## src/rtl/store_pkg.sv

```systemverilog
// Shared encodings, state enum and lane-mask helpers for the narrow store path.
package store_pkg;

    localparam logic [1:0] SZ_BYTE = 2'b00;
    localparam logic [1:0] SZ_HALF = 2'b01;
    localparam logic [1:0] SZ_WORD = 2'b10;
    localparam logic [1:0] SZ_RSVD = 2'b11;

    localparam logic [3:0] MASK_BYTE = 4'b0001;
    localparam logic [3:0] MASK_HALF = 4'b0011;
    localparam logic [3:0] MASK_WORD = 4'b1111;

    typedef enum logic [2:0] {
        IDLE,
        BEAT0,
        BEAT1,
        DONE,
        ERR
    } st_state_e;

    typedef struct packed {
        logic [1:0]  size;
        logic [31:0] addr;
        logic [31:0] data;
    } st_req_t;

    function automatic logic [3:0] lane_mask(input logic [1:0] size);
        case (size)
            SZ_BYTE: return MASK_BYTE;
            SZ_HALF: return MASK_HALF;
            SZ_WORD: return MASK_WORD;
            default: return 4'b0000;
        endcase
    endfunction

    // True when the store's enabled bytes spill into the next word.
    function automatic logic needs_split(input logic [1:0] size, input logic [1:0] off);
        logic [7:0] be;
        be = {4'b0000, lane_mask(size)} << off;
        return |be[7:4];
    endfunction

endpackage

```

## src/rtl/store_lane_align.sv

```systemverilog
// Places right-justified store data and its byte mask into a two-word window.
module store_lane_align
    import store_pkg::*;
(
    input  logic [1:0]  size,
    input  logic [1:0]  off,
    input  logic [31:0] data,
    output logic [63:0] wide_data,
    output logic [7:0]  wide_be
);

    assign wide_data = {32'h0, data} << {off, 3'b000};
    assign wide_be   = {4'b0000, lane_mask(size)} << off;

endmodule

```

## src/rtl/store_narrow.sv

```systemverilog
// Converts byte/half/word stores into one or two word-aligned memory beats.
module store_narrow
    import store_pkg::*;
#(
    parameter int ALLOW_MISALIGN = 1
) (
    input  logic        clk,
    input  logic        rst_n,
    input  logic        st_valid,
    output logic        st_ready,
    input  logic [1:0]  st_size,
    input  logic [31:0] st_addr,
    input  logic [31:0] st_data,
    output logic        st_done,
    output logic        st_err,
    output logic        mem_req,
    input  logic        mem_gnt,
    output logic [31:0] mem_addr,
    output logic [31:0] mem_wdata,
    output logic [3:0]  mem_be
);

    st_state_e   state, state_nxt;
    st_req_t     req;
    logic [63:0] wide_data;
    logic [7:0]  wide_be;
    logic [31:0] beat_addr;
    logic        accept, reject;

    assign accept = st_valid && (state == IDLE);
    // Rejection is decided from the live request so ERR is reached one cycle after accept.
    assign reject = (st_size == SZ_RSVD) ||
                    ((ALLOW_MISALIGN == 0) && needs_split(st_size, st_addr[1:0]));

    always_ff @(posedge clk or negedge rst_n) begin
        if (!rst_n) state <= IDLE;
        else        state <= state_nxt;
    end

    always_ff @(posedge clk or negedge rst_n) begin
        if (!rst_n)      req <= '0;
        else if (accept) req <= '{size: st_size, addr: st_addr, data: st_data};
    end

    store_lane_align u_align (
        .size      (req.size),
        .off       (req.addr[1:0]),
        .data      (req.data),
        .wide_data (wide_data),
        .wide_be   (wide_be)
    );

    always_comb begin
        state_nxt = state;
        case (state)
            IDLE:     if (accept) state_nxt = reject ? ERR : BEAT0;
            BEAT0:    if (mem_gnt) state_nxt = (|wide_be[7:4]) ? BEAT1 : DONE;
            BEAT1:    if (mem_gnt) state_nxt = DONE;
            DONE:     state_nxt = IDLE;
            ERR:      state_nxt = IDLE;
            default:  state_nxt = IDLE;
        endcase
    end

    assign beat_addr = {req.addr[31:2], 2'b00};

    // Bus outputs are pure state/register decodes and idle at zero.
    always_comb begin
        mem_req   = 1'b0;
        mem_addr  = '0;
        mem_wdata = '0;
        mem_be    = '0;
        case (state)
            BEAT0: begin
                mem_req   = 1'b1;
                mem_addr  = beat_addr;
                mem_wdata = wide_data[31:0];
                mem_be    = wide_be[3:0];
            end
            BEAT1: begin
                mem_req   = 1'b1;
                mem_addr  = beat_addr + 32'd4;
                mem_wdata = wide_data[63:32];
                mem_be    = wide_be[7:4];
            end
            default: ;
        endcase
    end

    assign st_ready = (state == IDLE);
    assign st_done  = (state == DONE);
    assign st_err   = (state == ERR);

endmodule

```

## config.mk

```make
export PLATFORM = sky130hd
export DESIGN_NAME = store_narrow
export DESIGN_NICKNAME = d
export VERILOG_FILES = /design/src/rtl/store_pkg.sv /design/src/rtl/store_lane_align.sv /design/src/rtl/store_narrow.sv
export SDC_FILE = /design/constraint.sdc
export NUM_CORES = 1
export LEC_CHECK = 0
export CORE_ASPECT_RATIO = 0.9
export CORE_MARGIN = 2
export CORE_UTILIZATION = 44
export CTS_CLUSTER_DIAMETER = 80
export DETAILED_ROUTE_END_ITERATION = 7
export PLACE_DENSITY_LB_ADDON = 0.3
export REMOVE_ABC_BUFFERS = 1
export SYNTH_ARGS = -nofsm -noshare
export SYNTH_HDL_FRONTEND = slang
export SYNTH_HIERARCHICAL = 1
export SYNTH_SLANG_ARGS = --single-unit
```

## constraint.sdc

```tcl
create_clock -name clk -period 2 [get_ports clk]
set_clock_uncertainty 0.2 [all_clocks]
set_input_delay 0.4 -clock clk [delete_from_list [all_inputs] [get_ports clk]]
set_output_delay 0.4 -clock clk [all_outputs]
set_load 0.01 [all_outputs]
```

== After elaboration in Yosys (flattened, before gate mapping) ==
Cells that the tools add are included.
Widths: inputs -> output; s select.

* Output and inout port bits: 72
* Bits of input ports: 70
* Word-level logic and storage cells: 34
* Flip-flop bits (word level): 69

* Reductions and logical operators: 6
* Shift operators: 2
* Equality and inequality tests: 10
* Add/subtract/negate cells: 1
* Multiplexer cells: 11

{| class="wikitable"
|+ Operators with widths
! kind !! count
|-
| $pmux 32 s2 || 2
|-
| $shl 32x5->64 || 1
|-
| $add 32x3->32 const B || 1
|-
| $mux 3 || 4
|-
| $pmux 4 s3 || 1
|-
| $pmux 3 s3 || 1
|-
| $pmux 4 s2 || 1
|-
| $shl 4x2->8 || 1
|-
| $eq 3x2->1 const B || 2
|-
| $eq 2x2->1 const B || 2
|-
| $ne 2x2->1 const B || 2
|-
| $reduce_or 4->1 || 1
|-
| $eq 3x1->1 const B || 1
|-
| $eq 3x3->1 const B || 1
|-
| $logic_not 3->1 || 1
|-
| $reduce_and 3->1 || 1
|-
| $eq 2x1->1 const B || 1
|-
| $logic_not 2->1 || 1
|-
| $mux 1 || 2
|-
| $ne 2x1->1 const B || 1
|-
| $reduce_or 2->1 || 1
|-
| $logic_and 1x1->1 || 1
|}

== Longest topological paths before layout ==
Gate-level depths: netlist of the first run.

* Depth in word-level cells: 7
* Depth in mapped cells: 8
* Depth with buffers taken out: 8

== Hierarchy ==
The synthesis of the first run kept the hierarchy.

{| class="wikitable"
|+ Modules (own cells, without submodules)
! module !! seq. area each (sq um) !! area an instance (sq um) !! instances !! cells an instance
|-
| store_narrow || 1726.7 || 3931.3 || 1 || 372
|-
| store_lane_align || 0.0 || 1091.0 || 1 || 151
|}

== Worst setup path after synthesis of the first run ==
No wires, ideal clock.

* Path type: reg2out
* From: register state[0]
* To: output mem_addr[22]
* Data arrival time: 1766 ps
* Data required time: 1400 ps
* Path slack: -366 ps
* Cell stages (with the launch flop): 6
* Path buffers: 2
* Cell sequence: dfrtp_1 nand2b_1 or2_2 clkbuf_1 buf_2 o41ai_1

* Cells in the longest elaborated chain, start to end: 2
* Elaborated cells on any way between the ends: 3
* Those cells by class: eq/ne: 2; mux: 1

{| class="wikitable"
|+ RTL lines
! item !! line !! text
|-
| from (decl) || store_narrow.sv:23 || <nowiki>st_state_e state, state_nxt;</nowiki>
|-
| from (signal assigned) || store_narrow.sv:37 || <nowiki>else state <= state_nxt;</nowiki>
|-
| $eq 3x2->1 / $eq 3x1->1 (equally long branches) || store_narrow.sv:73 || <nowiki>case (state)</nowiki>
|-
| $pmux 32 s2 (*) || store_narrow.sv:73 ||
|-
| to (decl) || store_narrow.sv:18 || <nowiki>output logic [31:0] mem_addr,</nowiki>
|}

Every way passes the cells marked *; elsewhere a longest branch is shown, timed or not.

== Worst setup path after layout of the first run ==
* From: register req (netlist bit beat_addr[5])
* To: output mem_addr[26]

* Cells in the longest elaborated chain, start to end: 2

{| class="wikitable"
|+ RTL lines
! item !! line !! text
|-
| from (decl) || store_narrow.sv:24 || <nowiki>st_req_t req;</nowiki>
|-
| from (signal assigned) || store_narrow.sv:42 || <nowiki>else if (accept) req <= '{size: st_size, addr: st_addr, data: st_data};</nowiki>
|-
| $add 32x3->32 || store_narrow.sv:82 || <nowiki>mem_addr = beat_addr + 32'd4;</nowiki>
|-
| $pmux 32 s2 || store_narrow.sv:73 ||
|}

Every way passes these cells.

==> results of run 1 <==
synthesized netlist by cell type (2+ instances only):
cell and count:
sky130_fd_sc_hd__and2_1 12, sky130_fd_sc_hd__nor2_1 24, sky130_fd_sc_hd__and2b_1 2, sky130_fd_sc_hd__nor2b_1 12, sky130_fd_sc_hd__mux2i_1 26, sky130_fd_sc_hd__o41ai_1 3, sky130_fd_sc_hd__clkbuf_2 2, sky130_fd_sc_hd__o31ai_1 3
sky130_fd_sc_hd__or3_1 4, sky130_fd_sc_hd__nor4_4 2, sky130_fd_sc_hd__buf_2 16, sky130_fd_sc_hd__or4_1 2, sky130_fd_sc_hd__nand3_1 7, sky130_fd_sc_hd__nand2_1 41, sky130_fd_sc_hd__mux2_4 5, sky130_fd_sc_hd__conb_1 2
sky130_fd_sc_hd__nand2b_1 2, sky130_fd_sc_hd__nor3_1 6, sky130_fd_sc_hd__clkbuf_1 16, sky130_fd_sc_hd__a22o_1 46, sky130_fd_sc_hd__o211ai_1 2, sky130_fd_sc_hd__dfrtp_1 69, sky130_fd_sc_hd__inv_1 7, sky130_fd_sc_hd__buf_6 4
sky130_fd_sc_hd__a31oi_1 10, sky130_fd_sc_hd__buf_4 14, sky130_fd_sc_hd__a41oi_1 5, sky130_fd_sc_hd__a21oi_1 16, sky130_fd_sc_hd__mux2_2 69, sky130_fd_sc_hd__ha_1 4, sky130_fd_sc_hd__and3_1 14, sky130_fd_sc_hd__o21ai_0 44
sky130_fd_sc_hd__nand4_1 13
per-stage QoR:
step	setup TNS, ns	util	setup WS [ns]
finish	-52.36	0.890	-0.958
global route	-54.86	0.890	-1.01
CTS	-37.89	0.800	-0.729
detailed placement	-41.73	0.665	-0.916
global placement	-38.81	0.665	-0.830
floorplan	-169.55	-	-1.75
layout by cell type (no fill, tap or decap), types with 4 or more instances in the layout:
| cell | netlist | layout |
|---|---|---|
| sky130_fd_sc_hd__mux2_4 | 5 | 68 |
| sky130_fd_sc_hd__o21ai_2 | 0 | 17 |
| sky130_fd_sc_hd__mux2_2 | 69 | 6 |
| sky130_fd_sc_hd__buf_4 | 14 | 119 |
| sky130_fd_sc_hd__conb_1 | 2 | 11 |
| sky130_fd_sc_hd__buf_12 | 1 | 13 |
| sky130_fd_sc_hd__a21oi_1 | 16 | 6 |
| sky130_fd_sc_hd__dfrtp_1 | 69 | 65 |
| sky130_fd_sc_hd__nor2_1 | 24 | 14 |
| sky130_fd_sc_hd__nor2_2 | 0 | 4 |
| sky130_fd_sc_hd__dfrtp_2 | 0 | 4 |
| sky130_fd_sc_hd__buf_2 | 16 | 62 |
| sky130_fd_sc_hd__o21ai_1 | 0 | 22 |
| sky130_fd_sc_hd__buf_6 | 4 | 79 |
| sky130_fd_sc_hd__and2_4 | 0 | 4 |
| sky130_fd_sc_hd__nand4_1 | 13 | 13 |
| sky130_fd_sc_hd__nand2_1 | 41 | 30 |
| sky130_fd_sc_hd__nor3_2 | 0 | 4 |
| sky130_fd_sc_hd__mux2i_4 | 0 | 6 |
| sky130_fd_sc_hd__o21ai_4 | 0 | 4 |
| sky130_fd_sc_hd__or3_1 | 4 | 4 |
| sky130_fd_sc_hd__buf_8 | 1 | 13 |
| sky130_fd_sc_hd__and3_1 | 14 | 12 |
| sky130_fd_sc_hd__nor2_4 | 1 | 7 |
| sky130_fd_sc_hd__and2_1 | 12 | 9 |
| sky130_fd_sc_hd__inv_1 | 7 | 7 |
| sky130_fd_sc_hd__a22o_1 | 46 | 44 |
| sky130_fd_sc_hd__a31oi_1 | 10 | 7 |
| sky130_fd_sc_hd__mux2i_1 | 26 | 19 |
| sky130_fd_sc_hd__a21oi_2 | 0 | 10 |
| sky130_fd_sc_hd__clkdlybuf4s50_1 | 0 | 68 |
| sky130_fd_sc_hd__nand2_2 | 0 | 8 |
| sky130_fd_sc_hd__buf_16 | 0 | 8 |
| sky130_fd_sc_hd__clkbuf_16 | 0 | 15 |
| sky130_fd_sc_hd__nor2b_1 | 12 | 9 |
worst max-delay path, cell delays in order, from the launching register on:
cell,delay [ns]
sky130_fd_sc_hd__dfrtp_1,0.40
sky130_fd_sc_hd__nand4_4,0.21
sky130_fd_sc_hd__nor4_4,0.38
sky130_fd_sc_hd__buf_4,0.23
sky130_fd_sc_hd__nand4_1,0.11
sky130_fd_sc_hd__or3_1,0.38
sky130_fd_sc_hd__o21ai_1,0.12
sky130_fd_sc_hd__buf_2,0.17
what timing repair did:
| action | 4_1_cts | 5_1_grt |
|---|---|---|
| buffers inserted | 85 | 43 |
| cloned | 9 | 7 |
| setup endpoints to repair | 89 | 136 |
| hold buffers | 1 | 0 |
| endpoints found under the hold margin | 28 | 0 |
| pin swaps | 68 | 68 |
| resized for setup | 485 | 179 |
flip-flops by register name (all words and copies together), names as in the netlist:
register / count
beat_addr: 30
req: 36
state: 3
area by class of cell:
class | instances | area share
sequential | 69 | 0.177
clock inverter | 4 | 0.00716
clock buffer | 12 | 0.0262
antenna | 1 | 0.000256
multi-input combinational | 402 | 0.395
tap | 152 | 0.0194
timing repair buffer | 370 | 0.372
inverter | 7 | 0.00269
path summary, 6_finish.rpt:
check | slack (ns) | startpoint | end | depth (start not counted)
min in group asynchronous | 0.39 | rst_n | beat_addr[8]$_DFFE_PN0P_ | 2
setup reg to reg | -0.26 | req[33]$_DFFE_PN0P_ | state[0]$_DFFE_PN0P_ | 10
hold reg to reg | 0.37 | req[0]$_DFFE_PN0P_ | req[0]$_DFFE_PN0P_ | 1
max in group asynchronous | 0.65 | rst_n | beat_addr[11]$_DFFE_PN0P_ | 3
hold / removal | 0.37 | req[0]$_DFFE_PN0P_ | req[0]$_DFFE_PN0P_ | 1
setup / recovery | -0.96 | beat_addr[5]$_DFFE_PN0P_ | mem_addr[26] | 7
kinds of logic after synthesis:
logic type	Yosys count	share of synthesized area
and+or+nand+nor	152	0.168
DFF	69	0.344
AOI/OAI and AO/OA	135	0.183
muxes	100	0.221
buffers and inverters	61	0.0720
other	2	0.00150
adders and majority gates	4	0.00997
metal layers:
metal / vias to the layer above / part of all wire / routed length (µm)
li1: 2605 / - / -
met1: 3068 / 0.35 / 9140
met2: 585 / 0.47 / 12500
met3: 206 / 0.098 / 2600
met4: 2 / 0.082 / 2160
met5: - / 0.0015 / 40
power groups by stage:
stage / clock, mW / combinational [mW] / sequential (mW)
CTS: 1.78 / 11.1 / 2.80
detailed placement: 0 / 8.95 / 2.77
floorplan: 0 / 4.11 / 3.01
global route: 1.87 / 14.5 / 3.08
finish: 1.81 / 14.0 / 3.01
global placement: 0 / 8.64 / 2.71
==> results.sh, run 1 <==
export IMPL_start_util=0.457
export IMPL_post_synth_num_cell_types=52
export IMPL_met3_usage=0.0742
export IMPL_async_reset_ff_frac=1.00
export IMPL_global_route_usage_met2=0.596
export IMPL_worst_hold_path_class="flop to flop"
export IMPL_switching_power_mw=7.98
export IMPL_worst_ir_drop_vdd_v=0.00115
export IMPL_tritoncts_clock_tree="yes"
export IMPL_final_cells=1017
export IMPL_fmax_mhz=338
export IMPL_rsz0062_at_grt="yes"
export IMPL_setup_viol=138
export IMPL_cts_root_buffer="sky130_fd_sc_hd__clkbuf_16"
export IMPL_timing_slew_headroom=0.658
export IMPL_outcome="finished with violations"
export IMPL_worst_setup_path_end_kind="output pin"
export IMPL_multi_input_comb_area_um2=3860
export IMPL_post_drt_wl_per_cell_um=26.0
export IMPL_final_cell_area_um2=9780
export IMPL_finalNetCount=933
export IMPL_biggest_area_consumer_among_synthesized_cells="sky130_fd_sc_hd__dfrtp_1"
export IMPL_power_after_layout_mw=18.9
export IMPL_route_vias_total=6466
export IMPL_clock_insertion_delay_worst_skew_ns=0.35
export IMPL_route_antenna_remaining_nets=0
export IMPL_synth_cell_area_um2=5020
export IMPL_dpl_cell_count=883
export IMPL_floorplan_io_pins=142
export IMPL_met1_usage=0.393
export IMPL_grt_antenna_before_repair=2
export IMPL_p_leak_nw=4.54
export IMPL_drt_pre_antenna_iters=5
export IMPL_synth_main_ff_cell="sky130_fd_sc_hd__dfrtp_1"
export IMPL_start_kind="flop"
export IMPL_core_um2=11000
export IMPL_violated_checks="negative setup slack"
export IMPL_grt_usage=0.343
export IMPL_synth_avg_cell_area_um2=9.60
export IMPL_synth_seq_cells=69
export IMPL_die_width_um=117
export IMPL_route_final_wire_length_mm=26.4
export IMPL_critical_path_data_required_time_ns=1.40
export IMPL_hold_ws_ns=0.372
export IMPL_drc_markers=0
export IMPL_routabilityCongestion=0.930
export IMPL_worst_ep_arrival_time_ns=2.36
export IMPL_power_density_nw_per_um2=1930
export IMPL_synth_top_cell_area_share=0.344
export IMPL_dp_hpwl_mm=11.8
export IMPL_synth_seq_area_share=0.344
export IMPL_final_worst_path_period_need_ns=2.96
export IMPL_clockBufferDepth=2
export IMPL_synth_enable_flop_cells=0
export IMPL_nFillCells=487
export IMPL_synth_warnings=6
export IMPL_grt_pass1_vias=6213
export IMPL_yosys_top_cells_area="sky130_fd_sc_hd__dfrtp_1, sky130_fd_sc_hd__mux2_2, sky130_fd_sc_hd__a22o_1"
export IMPL_drt_initial_drc_count=738
export IMPL_worstMarginPinSlew_ns=0.510
export IMPL_grt_first_pass_wirelength_mm=32.5
export IMPL_floorplan_die_height_um=105
export IMPL_p_comb_frac=0.744
export IMPL_clock_tree_htree_level_count=3
export IMPL_power_share_clock=0.096
export IMPL_port_buffers=139
export IMPL_netlist_instances=523
export IMPL_power_share_sequential=0.160
export IMPL_area_growth_pct=94.8
export IMPL_sw_frac_of_total=0.423
export IMPL_register_area_um2=1730
export IMPL_number_of_endpoints_with_negative_hold_slack_in_the_final_report=0
export IMPL_crit_fanout=5
export IMPL_fp_dieArea_um2=12300
export IMPL_grt_start_max_net_pins=31
export IMPL_post_drt_via_cell_ratio=6.36
export IMPL_path_class="flop to output pin"
export IMPL_post_route_cells_drive_above_1_share=0.580
export IMPL_global_route_peak_usage_layer="met2"
export IMPL_dpl_cell_area_um2=7310
export IMPL_slew_violations=0
export IMPL_std_cell_rows=36
export IMPL_tritoncts_num_buffers=9
export IMPL_overflow=0
export IMPL_cap_viol_max_count=0
export IMPL_post_route_worst_setup_slack_ns=-0.958
export IMPL_p_int_mw=10.9
export IMPL_numClockSinks=69
export IMPL_clk_pin_slew_ns=0.06
export IMPL_period_share=1.48
Power figures use the tool's default switching activity.
==> run 2, diff against run 1 <==
CORE_MARGIN = not set   (was 2)
REMOVE_ABC_BUFFERS = not set   (was 1)
==> run 2 against run 1 <==
Compared with the run above:
- the flow still finishes with violations (negative setup slack)
- clock-buffer cell count grew 1
- total power shrank 2.9%
- global-route usage shrank 0.88 points
- setup slack gained 0.036 ns
- via count shrank 2.8%
- sequential cell count is the same
- non-clock buffer count shrank 1
- maximum frequency grew 1.2%
==> results.sh, run 2 (same netlist as run 1, synthesis figures left out) <==
export IMPL_clockBufferDepth=2
export IMPL_p_leak_nw=4.51
export IMPL_routed_wl_met2_mm=12.0
export IMPL_register_area_um2=1740
export IMPL_drt_pre_antenna_iters=5
export IMPL_grt_first_pass_wirelength_mm=30.3
export IMPL_setup_viol=138
export IMPL_layout_core_utilization=0.889
export IMPL_fmax_mhz=342
export IMPL_post_drt_via_cell_ratio=6.19
export IMPL_start_kind="flop"
export IMPL_dpl_cell_area_um2=7620
export IMPL_outcome="finished with violations"
export IMPL_final_cells=1016
export IMPL_tritoncts_clock_tree="yes"
export IMPL_layout_cells_most_common_list="sky130_fd_sc_hd__buf_4, sky130_fd_sc_hd__buf_6, sky130_fd_sc_hd__clkdlybuf4s50_1"
export IMPL_route_antenna_remaining_nets=0
export IMPL_post_route_cells_drive_above_1_share=0.602
export IMPL_power_density_nw_per_um2=1880
export IMPL_tritoncts_num_buffers=9
export IMPL_crit_fanout=3
export IMPL_critical_path_data_required_time_ns=1.40
export IMPL_power_after_layout_mw=18.3
export IMPL_largest_register_ffs=36
export IMPL_port_buffers=139
export IMPL_drt_initial_drc_count=471
export IMPL_start_util=0.459
export IMPL_grt_start_max_net_pins=27
export IMPL_route_layer_met1_wl_mm=9.66
export IMPL_numClockSinks=69
export IMPL_fp_dieArea_um2=11800
export IMPL_die_width_um=115
export IMPL_post_drt_wl_per_cell_um=24.8
export IMPL_dpl_cell_count=891
export IMPL_post_route_worst_setup_slack_ns=-0.922
export IMPL_floorplan_die_height_um=103
export IMPL_std_cell_rows=36
export IMPL_routabilityCongestion=0.862
export IMPL_grt_pass1_vias=5759
export IMPL_slew_violations=0
export IMPL_number_of_endpoints_with_negative_hold_slack_in_the_final_report=0
export IMPL_setup_tns_final_ns=-69.83
export IMPL_multi_input_comb_area_um2=3890
export IMPL_route_vias_total=6284
export IMPL_clk_pin_slew_ns=0.06
export IMPL_floorplan_io_pins=142
export IMPL_worst_setup_path_end_kind="output pin"
export IMPL_worst_ep_arrival_time_ns=2.32
export IMPL_dp_hpwl_mm=11.9
export IMPL_finalNetCount=933
export IMPL_max_flop_register="req"
export IMPL_worst_hold_path_class="input port to async pin"
export IMPL_overflow=0
export IMPL_area_growth_pct=93.7
export IMPL_path_class="flop to output pin"
export IMPL_nFillCells=458
export IMPL_route_final_wire_length_mm=25.2
export IMPL_drc_markers=0
export IMPL_wl_met3_mm=1.99
export IMPL_clock_tree_htree_level_count=3
export IMPL_worstMarginPinSlew_ns=0.563
export IMPL_rsz0062_at_grt="yes"
export IMPL_cap_viol_max_count=0
export IMPL_layout_commonest_cell="sky130_fd_sc_hd__buf_4"
export IMPL_grt_antenna_before_repair=0
export IMPL_clock_insertion_delay_worst_skew_ns=0.35
export IMPL_critical_path_slowest_cell="sky130_fd_sc_hd__dfrtp_1"
export IMPL_violated_checks="negative setup slack"
export IMPL_final_worst_path_period_need_ns=2.92
export IMPL_worst_ir_drop_vdd_v=0.00104
export IMPL_chain_of_cells_forming_the_critical_path="buf_4 -> nand4_1 -> nor3_2 -> nand4_1 -> buf_4 -> o211ai_1 -> nand3_2 -> buf_6"
export IMPL_final_cell_area_um2=9730
export IMPL_timing_slew_headroom=0.625
export IMPL_cts_root_buffer="sky130_fd_sc_hd__clkbuf_16"
export IMPL_hold_ws_ns=0.384
export IMPL_dp_slack_ns=-0.799
export IMPL_core_um2=10900
export IMPL_highest_signal_layer="met4"
export IMPL_n_antenna_cell=0
export IMPL_period_share=1.46
export IMPL_grt_usage=0.335
export IMPL_critical_path_max_stage_delay_ns=0.38
run 2: worst max-delay path: cells and delay by family, from the launching register on:
family                 cells  cell delay (ns)
buffers and inverters      3             0.52
AO/OA/AOI/OAI              1             0.22
AND/OR/NAND/NOR            4             0.85
flip-flops                 1             0.38
run 2: timing repair:
item	CTS	global route
resized for setup	417	172
pin swaps	60	84
gates cloned	8	9
setup endpoints to repair	136	136
buffers inserted	57	53
endpoints found under the hold margin	18	0
hold buffers	1	0
run 2: final cells by class:
class | count | share of cell area
clock buffers | 13 | 0.0268
clock inverters | 3 | 0.00695
inverters | 7 | 0.00270
multi-input cells | 403 | 0.400
flip-flops and latches | 69 | 0.179
well taps | 152 | 0.0196
repair buffers | 369 | 0.365
run 2: worst paths after layout:
check	from	endpoint	slack (ns)	cells past startpoint
max	beat_addr[21]$_DFFE_PN0P_	mem_addr[31]	-0.92	8
min	rst_n	beat_addr[10]$_DFFE_PN0P_	0.38	2
max reg2reg	state[1]$_DFFE_PN0P_	beat_addr[15]$_DFFE_PN0P_	-0.52	11
min reg2reg	req[7]$_DFFE_PN0P_	req[7]$_DFFE_PN0P_	0.40	1
max in group asynchronous	rst_n	state[1]$_DFFE_PN0P_	0.64	3
min in group clk	req[7]$_DFFE_PN0P_	req[7]$_DFFE_PN0P_	0.40	1
run 2: routing by layer:
metal	GRT usage	vias to the layer above
met2	0.560	472
li1	-	2595
met1	0.419	3068
met5	0	-
met4	0.163	0
met3	0.0653	149
run 2: where the power goes:
group | switching (mW) | internal, mW
Combinational | 6.22 | 7.21
Sequential | 0.955 | 2.13
Clock | 0.650 | 1.16
==> run 3, diff against run 2 <==
CORE_UTILIZATION = 40   (was 44)
==> run 3 against run 2 <==
Compared with the run above:
- the flow still finishes with violations (negative setup slack)
- final cell count rose by 0.79%
- total power fell by 2.9%
- non-clock buffer count unchanged
- sequential share of layout area down 0.17 points
- via count is 4.3% lower
- wire length is 11% lower
- setup slack improved by 0.14 ns
- clock power down 13%
- core utilization is 7.9 points lower
- combinational power hardly changed
- die area increased by 9.8%
- first-iteration DRC count shrank 23%
- largest power group unchanged
==> results.sh, run 3 (same netlist as run 1, synthesis figures left out) <==
export IMPL_route_final_wire_length_mm=22.5
export IMPL_worst_hold_path_class="flop to flop"
export IMPL_violated_checks="negative setup slack"
export IMPL_grt_first_pass_wirelength_mm=31.4
export IMPL_core_um2=12100
export IMPL_fp_dieArea_um2=13000
export IMPL_fmax_mhz=360
export IMPL_grt_usage=0.318
export IMPL_cts_root_buffer="sky130_fd_sc_hd__clkbuf_16"
export IMPL_nFillCells=679
export IMPL_clockBufferDepth=2
export IMPL_outcome="finished with violations"
export IMPL_chain_of_cells_forming_the_critical_path="buf_4 -> and3_4 -> nor2b_4 -> nand4_1 -> buf_4 -> buf_6 -> o211ai_1 -> nand3_2 -> buf_6"
export IMPL_cap_viol_max_count=0
export IMPL_clock_insertion_delay_worst_skew_ns=0.35
export IMPL_grt_pass1_vias=5941
export IMPL_rsz0062_at_grt="yes"
export IMPL_route_layer_met1_wl_mm=9.29
export IMPL_finalNetCount=932
export IMPL_std_cell_rows=38
export IMPL_post_route_cells_drive_above_1_share=0.596
export IMPL_slew_violations=0
export IMPL_drc_markers=0
export IMPL_post_route_worst_setup_slack_ns=-0.778
export IMPL_largest_register_ffs=36
export IMPL_critical_path_max_stage_delay_ns=0.38
export IMPL_clk_pin_slew_ns=0.06
export IMPL_setup_viol=131
export IMPL_routed_wl_met2_mm=10.9
export IMPL_tritoncts_clock_tree="yes"
export IMPL_final_cell_area_um2=9820
export IMPL_max_flop_register="req"
export IMPL_p_leak_nw=4.59
export IMPL_start_util=0.414
export IMPL_critical_path_data_required_time_ns=1.40
export IMPL_number_of_endpoints_with_negative_hold_slack_in_the_final_report=0
export IMPL_timing_hold_worst_start="req[15]$_DFFE_PN0P_"
export IMPL_dp_hpwl_mm=12.0
export IMPL_final_worst_path_period_need_ns=2.78
export IMPL_layout_cells_most_common_list="sky130_fd_sc_hd__buf_4, sky130_fd_sc_hd__clkdlybuf4s50_1, sky130_fd_sc_hd__mux2_4"
export IMPL_die_width_um=120
export IMPL_critical_path_slowest_cell="sky130_fd_sc_hd__dfrtp_1"
export IMPL_start_kind="flop"
export IMPL_layout_commonest_cell="sky130_fd_sc_hd__buf_4"
export IMPL_worst_setup_path_end_kind="output pin"
export IMPL_route_antenna_remaining_nets=0
export IMPL_tritoncts_num_buffers=9
export IMPL_floorplan_io_pins=142
export IMPL_period_share=1.39
export IMPL_floorplan_die_height_um=108
export IMPL_power_density_nw_per_um2=1810
export IMPL_timing_slew_headroom=0.636
export IMPL_worst_ep_arrival_time_ns=2.18
export IMPL_port_buffers=139
export IMPL_setup_tns_final_ns=-39.44
export IMPL_r2r_start="req[33]$_DFFE_PN0P_"
export IMPL_post_drt_via_cell_ratio=5.87
export IMPL_post_drt_wl_per_cell_um=22.0
export IMPL_crit_start="beat_addr[20]$_DFFE_PN0P_"
export IMPL_drt_pre_antenna_iters=5
export IMPL_crit_fanout=2
export IMPL_route_vias_total=6012
export IMPL_path_class="flop to output pin"
export IMPL_dpl_cell_area_um2=7660
export IMPL_clock_tree_htree_level_count=3
export IMPL_routabilityCongestion=0.897
export IMPL_grt_start_max_net_pins=40
export IMPL_grt_antenna_before_repair=1
export IMPL_overflow=0
export IMPL_wl_met3_mm=1.46
export IMPL_numClockSinks=69
export IMPL_worst_ir_drop_vdd_v=0.000962
export IMPL_area_growth_pct=95.6
export IMPL_highest_signal_layer="met4"
export IMPL_drt_initial_drc_count=362
export IMPL_worstMarginPinSlew_ns=0.546
[run 3: changes by cell type in the layout (fill, tap and decap cells not counted), moves of 3 or more]
cell / previous run / this run
sky130_fd_sc_hd__o21ai_0: 1 / 4
sky130_fd_sc_hd__buf_8: 4 / 12
sky130_fd_sc_hd__mux2_4: 50 / 65
sky130_fd_sc_hd__buf_4: 120 / 129
sky130_fd_sc_hd__buf_6: 81 / 59
sky130_fd_sc_hd__nand2_1: 25 / 29
sky130_fd_sc_hd__nor2_1: 10 / 14
sky130_fd_sc_hd__buf_16: 4 / 7
sky130_fd_sc_hd__and2_1: 10 / 7
sky130_fd_sc_hd__nand2_2: 10 / 6
sky130_fd_sc_hd__mux2_2: 24 / 9
[run 3: worst max-delay path: cells and delay by family, from the launching register on]
kind | cells | cell delay, ns
and+or+nand+nor | 4 | 0.63
AOI/OAI and AO/OA | 1 | 0.22
buffers and inverters | 4 | 0.59
DFF | 1 | 0.38
[run 3: per-stage QoR]
stage / setup slack, ns / hold WS, ns / utilization / cells / power (mW)
after global placement: -0.744 / 0.220 / 0.632 / 901 / 12.1
after CTS: -0.695 / 0.372 / 0.751 / 999 / 15.8
after detailed placement: -0.821 / 0.219 / 0.632 / 901 / 12.4
after global routing: -0.844 / 0.408 / 0.810 / 1024 / 18.5
final: -0.778 / 0.369 / 0.810 / 1024 / 17.8
after floorplan: -0.220 / -0.0956 / - / 532 / 8.07
[run 3: report_power, final]
group	total, mW	internal (mW)	leakage (nW)	switching (mW)
Sequential	2.98	2.14	0.805	0.842
Clock	1.58	0.945	0.139	0.638
Combinational	13.2	7.38	3.64	5.86
[run 3: area by class of cell]
| class | instances | area (µm²) | area share |
|---|---|---|---|
| diodes | 1 | 2.50 | 0.000255 |
| clock buffers | 14 | 274 | 0.0279 |
| clock inverters | 2 | 16.3 | 0.00166 |
| inverters | 7 | 28.8 | 0.00293 |
| multi-input cells | 402 | 3930 | 0.400 |
| flip-flops and latches | 69 | 1740 | 0.177 |
| well taps | 160 | 200 | 0.0204 |
| repair buffers | 369 | 3630 | 0.370 |
[run 3: path summary, 6_finish.rpt]
check	end	slack, ns	cells after the start
worst min register to register	req[15]$_DFFE_PN0P_	0.37	1
min in group asynchronous	beat_addr[10]$_DFFE_PN0P_	0.38	2
max in group asynchronous	req[27]$_DFFE_PN0P_	0.64	3
worst max-delay path	mem_addr[30]	-0.78	9
worst max register to register	state[0]$_DFFE_PN0P_	-0.18	10
worst min-delay path	req[15]$_DFFE_PN0P_	0.37	1
[run 3: metal layers]
layer	vias up	global-route usage
li1	2607	-
met1	2997	0.390
met2	327	0.531
met3	81	0.0802
met4	0	0.138
met5	-	0
[run 3: timing repair]
item                                    in CTS  in global routing
gates resized for setup                    457                128
endpoints found under the setup margin     136                136
setup buffers                               74                 30
hold buffers                                 1                  0
hold endpoints to repair                    37                  0
pin swaps                                   64                 71
gates cloned                                10                  8
